File: config.mk
export PLATFORM = sky130hd
export DESIGN_NAME = imem_arbiter_flat
export DESIGN_NICKNAME = d
export VERILOG_FILES = /design/src/rtl/imem_arbiter_pkg.sv /design/src/rtl/imem_arbiter_if.sv /design/src/rtl/imem_arbiter.sv /design/src/flat_wrapper.sv
export SDC_FILE = /design/constraint.sdc
export NUM_CORES = 1
export LEC_CHECK = 0
export CORE_MARGIN = 4
export CORE_UTILIZATION = 42
export DETAILED_ROUTE_END_ITERATION = 12
export PLACE_DENSITY = 0.94
export SYNTH_ARGS = -nofsm -noshare
export SYNTH_HDL_FRONTEND = slang
export SYNTH_SLANG_ARGS = --single-unit
File: constraint.sdc
create_clock -name clk_i -period 4.4 [get_ports clk_i]
set_input_delay 0.44 -clock clk_i [delete_from_list [all_inputs] [get_ports clk_i]]
set_output_delay 0.44 -clock clk_i [all_outputs]
set_load 0.01 [all_outputs]
File: src/rtl/imem_arbiter_pkg.sv
// Shared types and constants for the instruction-memory read-port arbiter.
// Imported by imem_arbiter_if and imem_arbiter.
//   owner_e         : who owns the response currently held in the output register
//   STARVE_CNT_W    : width of the load-unit starvation counter
//   STARVE_MAX_DEF  : default number of lost conflicts before the load unit wins
package imem_arb_pkg;

    typedef enum logic [1:0] {
        OWN_NONE = 2'd0,
        OWN_IF   = 2'd1,
        OWN_LS   = 2'd2
    } owner_e;

    localparam int STARVE_CNT_W   = 4;
    localparam int STARVE_MAX_DEF = 4;

endpackage

File: src/rtl/imem_arbiter_if.sv
// Bus bundle between the fetch stage, the load unit, the arbiter and the
// instruction memory read port.
//   slave  : arbiter side (takes requests and memory data, drives grants,
//            responses and the memory address)
//   master : requesters plus memory side (the opposite directions)
// Optional macro IMEM_ARB_MISALIGN_CHK_EN adds if_err_o / ls_err_o.
interface imem_arbiter_if #(
    parameter int IMEM_W = 14
);
    logic              if_req_i;
    logic [IMEM_W-1:0] if_addr_i;
    logic              if_gnt_o;
    logic              if_rvalid_o;
    logic [31:0]       if_rdata_o;
    logic              ls_req_i;
    logic [IMEM_W-1:0] ls_addr_i;
    logic              ls_gnt_o;
    logic              ls_rvalid_o;
    logic [31:0]       ls_rdata_o;
    logic [IMEM_W-1:0] mem_addr_o;
    logic [31:0]       mem_rdata_i;
`ifdef IMEM_ARB_MISALIGN_CHK_EN
    logic              if_err_o;
    logic              ls_err_o;
`endif

    modport slave (
        input  if_req_i, if_addr_i, ls_req_i, ls_addr_i, mem_rdata_i,
`ifdef IMEM_ARB_MISALIGN_CHK_EN
        output if_err_o, ls_err_o,
`endif
        output if_gnt_o, if_rvalid_o, if_rdata_o,
        output ls_gnt_o, ls_rvalid_o, ls_rdata_o, mem_addr_o
    );

    modport master (
        output if_req_i, if_addr_i, ls_req_i, ls_addr_i, mem_rdata_i,
`ifdef IMEM_ARB_MISALIGN_CHK_EN
        input  if_err_o, ls_err_o,
`endif
        input  if_gnt_o, if_rvalid_o, if_rdata_o,
        input  ls_gnt_o, ls_rvalid_o, ls_rdata_o, mem_addr_o
    );

endinterface

File: src/rtl/imem_arbiter.sv
// Shares the single combinational instruction-memory read port between the
// fetch stage (fixed priority) and the load unit. A starvation counter lets
// the load unit win a conflict after STARVE_MAX consecutive losses. Grants
// are combinational; read data is registered and returned one cycle later.
// Ports:
//   clk_i  : clock
//   rst_ni : asynchronous active-low reset
//   bus    : imem_arbiter_if.slave (requests, grants, responses, memory pins)
// Optional macro IMEM_ARB_MISALIGN_CHK_EN: flags responses whose granted
// address has addr[1:0] != 0 (err asserted with rvalid, rdata forced to 0).
module imem_arbiter
    import imem_arb_pkg::*;
#(
    parameter int IMEM_W     = 14,
    parameter int STARVE_MAX = STARVE_MAX_DEF
) (
    input  logic             clk_i,
    input  logic             rst_ni,
    imem_arbiter_if.slave    bus
);

    localparam logic [STARVE_CNT_W-1:0] STARVE_LIM = STARVE_CNT_W'(STARVE_MAX);

    logic [STARVE_CNT_W-1:0] starve_cnt;
    logic [IMEM_W-1:0]       addr_q;
    logic [31:0]             rdata_q;
    owner_e                  owner_q;
    logic                    ls_win;
    logic                    if_gnt;
    logic                    ls_gnt;
    logic [IMEM_W-1:0]       mem_addr;

    // Load wins when alone, or when it has lost STARVE_MAX conflicts in a row.
    // Grants are masked during reset so nothing is accepted that would be lost.
    always_comb begin
        ls_win = bus.ls_req_i && (!bus.if_req_i || (starve_cnt == STARVE_LIM));
        if_gnt = rst_ni && bus.if_req_i && !ls_win;
        ls_gnt = rst_ni && bus.ls_req_i && ls_win;
        // Idle cycles replay the last granted address to avoid toggling the pins.
        if (if_gnt)      mem_addr = bus.if_addr_i;
        else if (ls_gnt) mem_addr = bus.ls_addr_i;
        else             mem_addr = addr_q;
    end

    assign bus.if_gnt_o   = if_gnt;
    assign bus.ls_gnt_o   = ls_gnt;
    assign bus.mem_addr_o = mem_addr;

    // Starvation counter: counts consecutive lost cycles of a pending load.
    always_ff @(posedge clk_i or negedge rst_ni) begin
        if (!rst_ni) begin
            starve_cnt <= '0;
        end else if (!bus.ls_req_i || ls_gnt) begin
            starve_cnt <= '0;
        end else if (starve_cnt != STARVE_LIM) begin
            starve_cnt <= starve_cnt + 1'b1;
        end
    end

`ifdef IMEM_ARB_MISALIGN_CHK_EN
    logic err_q;
    logic misalign;
    assign misalign = |mem_addr[1:0];
`endif

    // Response register: captures the memory word and its owner on each grant.
    always_ff @(posedge clk_i or negedge rst_ni) begin
        if (!rst_ni) begin
            addr_q  <= '0;
            rdata_q <= '0;
            owner_q <= OWN_NONE;
`ifdef IMEM_ARB_MISALIGN_CHK_EN
            err_q   <= 1'b0;
`endif
        end else begin
            if (if_gnt || ls_gnt) begin
                addr_q  <= mem_addr;
`ifdef IMEM_ARB_MISALIGN_CHK_EN
                rdata_q <= misalign ? 32'h0 : bus.mem_rdata_i;
                err_q   <= misalign;
`else
                rdata_q <= bus.mem_rdata_i;
`endif
            end
            if (if_gnt)      owner_q <= OWN_IF;
            else if (ls_gnt) owner_q <= OWN_LS;
            else             owner_q <= OWN_NONE;
        end
    end

    assign bus.if_rvalid_o = (owner_q == OWN_IF);
    assign bus.ls_rvalid_o = (owner_q == OWN_LS);
    assign bus.if_rdata_o  = (owner_q == OWN_IF) ? rdata_q : 32'h0;
    assign bus.ls_rdata_o  = (owner_q == OWN_LS) ? rdata_q : 32'h0;
`ifdef IMEM_ARB_MISALIGN_CHK_EN
    assign bus.if_err_o    = (owner_q == OWN_IF) && err_q;
    assign bus.ls_err_o    = (owner_q == OWN_LS) && err_q;
`endif

endmodule

File: src/flat_wrapper.sv
// flat-port wrapper written by rule: the top's interface ports become plain ports
module imem_arbiter_flat import imem_arb_pkg::*;
#(
    parameter int IMEM_W     = 14,
    parameter int STARVE_MAX = STARVE_MAX_DEF
)
  (clk_i, rst_ni, bus_if_req_i, bus_if_addr_i, bus_ls_req_i, bus_ls_addr_i, bus_mem_rdata_i, bus_if_gnt_o, bus_if_rvalid_o, bus_if_rdata_o, bus_ls_gnt_o, bus_ls_rvalid_o, bus_ls_rdata_o, bus_mem_addr_o);
  imem_arbiter_if #(.IMEM_W(IMEM_W)) bus_i ();
  input  logic clk_i;
  input  logic rst_ni;
  input wire logic [$bits(bus_i.if_req_i)-1:0] bus_if_req_i;
  input wire logic [$bits(bus_i.if_addr_i)-1:0] bus_if_addr_i;
  input wire logic [$bits(bus_i.ls_req_i)-1:0] bus_ls_req_i;
  input wire logic [$bits(bus_i.ls_addr_i)-1:0] bus_ls_addr_i;
  input wire logic [$bits(bus_i.mem_rdata_i)-1:0] bus_mem_rdata_i;
  output wire logic [$bits(bus_i.if_gnt_o)-1:0] bus_if_gnt_o;
  output wire logic [$bits(bus_i.if_rvalid_o)-1:0] bus_if_rvalid_o;
  output wire logic [$bits(bus_i.if_rdata_o)-1:0] bus_if_rdata_o;
  output wire logic [$bits(bus_i.ls_gnt_o)-1:0] bus_ls_gnt_o;
  output wire logic [$bits(bus_i.ls_rvalid_o)-1:0] bus_ls_rvalid_o;
  output wire logic [$bits(bus_i.ls_rdata_o)-1:0] bus_ls_rdata_o;
  output wire logic [$bits(bus_i.mem_addr_o)-1:0] bus_mem_addr_o;
  assign bus_i.if_req_i = bus_if_req_i;
  assign bus_i.if_addr_i = bus_if_addr_i;
  assign bus_i.ls_req_i = bus_ls_req_i;
  assign bus_i.ls_addr_i = bus_ls_addr_i;
  assign bus_i.mem_rdata_i = bus_mem_rdata_i;
  assign bus_if_gnt_o = bus_i.if_gnt_o;
  assign bus_if_rvalid_o = bus_i.if_rvalid_o;
  assign bus_if_rdata_o = bus_i.if_rdata_o;
  assign bus_ls_gnt_o = bus_i.ls_gnt_o;
  assign bus_ls_rvalid_o = bus_i.ls_rvalid_o;
  assign bus_ls_rdata_o = bus_i.ls_rdata_o;
  assign bus_mem_addr_o = bus_i.mem_addr_o;
  imem_arbiter #(.IMEM_W(IMEM_W), .STARVE_MAX(STARVE_MAX)) u_core (.clk_i(clk_i), .rst_ni(rst_ni), .bus(bus_i));
endmodule
==> impl_metrics.py <==
metrics = {
    "clock_tree": {
        "numCtsBuffers": 5,
        "postCtsHoldBufs": 0,
        "cts_resized": 0,
        "cts_setup_buffers": 0,
        "cts.sinks": 52,
        "cts_tree": "done",
        "clkSlewWorstSetupHoldPaths_ns": 0.08,
        "clock_latency_ns": 0.29,
        "htreeDepth": 2,
        "cts-root-buf": "clkbuf_8",
        "cts_buffer_depth": 2,
    },
    "route": {
        "top_layer": "met4",
        "wl_met1_um": 2680,
        "drc_errors": 0,
        "wl_met3_um": 701,
        "drt-initial-drc-count": 58,
        "ant_nets": 0,
        "vias": 2298,
        "routed_wirelength_um": 6980,
        "route.met2.wl_um": 3590,
        "detail_route.vias_per_cell": 5.14,
        "wire_per_inst_um": 15.6,
        "firstDrtPassIters": 4,
    },
    "setup_path": {
        "worstSetupStartpointType": "register",
        "reg2reg_depth": 6,
        "end_kind": "primary output",
        "reg2reg_slack_ns": 2.36,
        "worstPathArrival_ns": 2.70,
        "slowest_delay_ns": 0.73,
        "critPathKind": "register to primary output",
        "r2r_start": "u_core.starve_cnt[0]",
        "path_max_fanout": 30,
        "critPathBufInv": 2,
        "crit_slowest_cell": "o211a_1",
        "r2r-end": "u_core.addr_q[12]",
        "path_delay_family": "compound AO/OA/AOI/OAI gates",
        "required_ns": 3.96,
        "crit_path_cell_trace": "inv_1, ha_1, nand3b_4, o211a_1, a221o_1, clkdlybuf4s50_1",
    },
    "pwr": {
        "leakage_nw": 1.78,
        "p_clk_share_pct": 22.6,
        "internal_power_mw": 0.881,
        "peakVddDrop_uv": 156,
        "power_switching_mw": 0.301,
        "p_per_area_nw_per_um2": 276,
        "swShare_pct": 25.5,
        "p_seq_share_pct": 48.1,
        "p_comb_share_pct": 29.3,
    },
    "cells_and_area": {
        "final_common_cell": "clkdlybuf4s50_1",
        "register_area_um2": 1300,
        "multi_input_area_um2": 1310,
        "drive_gt1_share_pct": 12.6,
        "layout_common_cells": "144 x clkdlybuf4s50_1, 78 x and2_1, 52 x dfrtp_1",
        "n_antenna_cell": 0,
        "nets": 437,
        "syn_to_final_growth_pct": 59.5,
        "fill_cells": 448,
    },
    "synth": {
        "netlist_area_um2": 2690,
        "syn_area_per_cell_um2": 11.7,
        "ys_warn_count": 0,
        "syn_inst": 230,
        "synth_seq_cells": 52,
        "yosysSeqAreaShare_pct": 48.4,
        "synthesis.nets": 296,
        "synth_cell_types": 22,
    },
    "place": {
        "dp_hpwl_um": 5610,
        "post-place-ws_ns": 1.31,
        "io_buffers": 145,
        "gp_congestion": 0.768,
    },
    "sta": {
        "worst_pin_slew_ns": 0.870,
        "postLayoutSetupSlackWorst_ns": 1.26,
        "post-route-period-util_pct": 71.4,
        "finalHoldViolations": 0,
        "setup_viol": 0,
        "fin_crit_ns": 3.14,
        "report.final.slew_viol_count": 0,
        "clock.fmax_ghz": 0.318,
        "finClkSkew_ns": 0.00290,
        "tns_ns": 0,
        "rsz0062_at_grt": "no",
        "slew_headroom_pct": 42.0,
    },
    "flow_run": {
        "drv_cap": 0,
    },
    "die": {
        "die_area_um2": 7740,
        "die-height_um": 88.0,
        "die_width_um": 88.0,
        "initial_utilization_pct": 44.3,
        "io_pins": 146,
        "coreArea_um2": 6060,
        "placement_rows": 28,
    },
    "status": {
        "status": "finished, final reports clean",
    },
    "global_route": {
        "grt_antenna_before_repair": 0,
        "grt_start_max_net_pins": 54,
        "grt_pass1_vias": 2281,
        "grt_usage_pct": 18.1,
        "globalRouteOverflowTotal": 0,
        "grt_pass1_wl_um": 10900,
    },
    "min_path": {
        "hp-class": "input pin to asynchronous set/reset pin",
    },
}
## Yosys cell counts (all sizes together)
| master | n | area (um^2) |
|---|---|---|
| nand2 | 1 | 3.75 |
| ha | 2 | 25.0 |
| nor3 | 3 | 15.0 |
| and2 | 78 | 488 |
| mux2 | 32 | 360 |
| dfrtp | 52 | 1300 |
| a221o | 28 | 280 |
| nand3 | 1 | 5.00 |
| a21boi | 1 | 7.51 |
| o211a | 1 | 10.0 |
| mux2i | 2 | 20.0 |
| buf | 9 | 57.6 |
| inv | 3 | 11.3 |
| xnor2 | 2 | 17.5 |
| nor2 | 1 | 3.75 |
| a211oi | 1 | 7.51 |
| a21oi | 2 | 10.0 |
| clkbuf | 7 | 26.3 |
| o21ai | 1 | 5.00 |
| nor2b | 2 | 12.5 |
| nand3b | 1 | 20.0 |
## worst register-to-register path, stage by stage (launching register included)
cell      delay [ns]
dfrtp_1         0.43
inv_1           0.07
ha_1            0.21
nand3b_4        0.14
a21oi_2         0.64
buf_4           0.31
a221o_1         0.18
## sequential cells by signal, summed over array words and instances, names as in the netlist
register / cells
u_core.owner_q: 2
u_core.starve_cnt: 4
u_core.addr_q: 14
u_core.rdata_q: 32
## worst max path at each step
| stage | start | endpoint | slack, ns | cells after the start |
|---|---|---|---|---|
| floorplan | u_core.starve_cnt[0] | bus_mem_addr_o[0] | 2.37 | 7 |
| global placement | bus_ls_req_i | bus_mem_addr_o[1] | 1.35 | 5 |
| detailed placement | bus_ls_req_i | bus_mem_addr_o[0] | 1.31 | 5 |
| CTS | u_core.starve_cnt[0] | bus_mem_addr_o[0] | 1.25 | 6 |
| global route | u_core.starve_cnt[0] | bus_mem_addr_o[0] | 1.09 | 6 |
| finish | u_core.starve_cnt[0] | bus_mem_addr_o[0] | 1.26 | 6 |
## cells by family after synthesis
family          synth area share (%)
xor+xnor                       0.652
fa+ha+maj                      0.931
flops                           48.4
mux                             14.2
compound gates                  11.9
buf+inv                         3.54
simple gates                    20.4
## per-layer routing
layer  GRT usage [%]  vias up
met4            3.77        0
met1            22.1     1090
met5               0        -
li1                -     1090
met2            31.6      116
met3            5.64        2
## per-stage QoR
step	total power [mW]	hold WS (ns)	util (%)	cells	cell area, um^2
after floorplan	0.732	0.144	-	230	2690
after global placement	0.914	0.493	69.2	439	4200
after detailed placement	0.927	0.503	69.2	439	4200
after CTS	1.20	0.405	70.7	447	4290
after global routing	1.25	0.427	70.7	447	4290
final	1.18	0.368	70.7	447	4290
## area by class of cell
cell class,instances,share of cell area (%)
clock buffers,8,2.10
repair buffers,150,34.6
flip-flops and latches,52,30.4
multi-input cells,159,30.5
well taps,75,2.19
inverters,3,0.263
## power groups by stage
stage               logic [mW]  clock network [mW]  registers (mW)
global placement         0.340                   0           0.573
global route             0.375               0.302           0.577
CTS                      0.350               0.278           0.569
floorplan                0.166                   0           0.566
finish                   0.346               0.267           0.568
detailed placement       0.348                   0           0.579
Power figures use the tool's default switching activity.
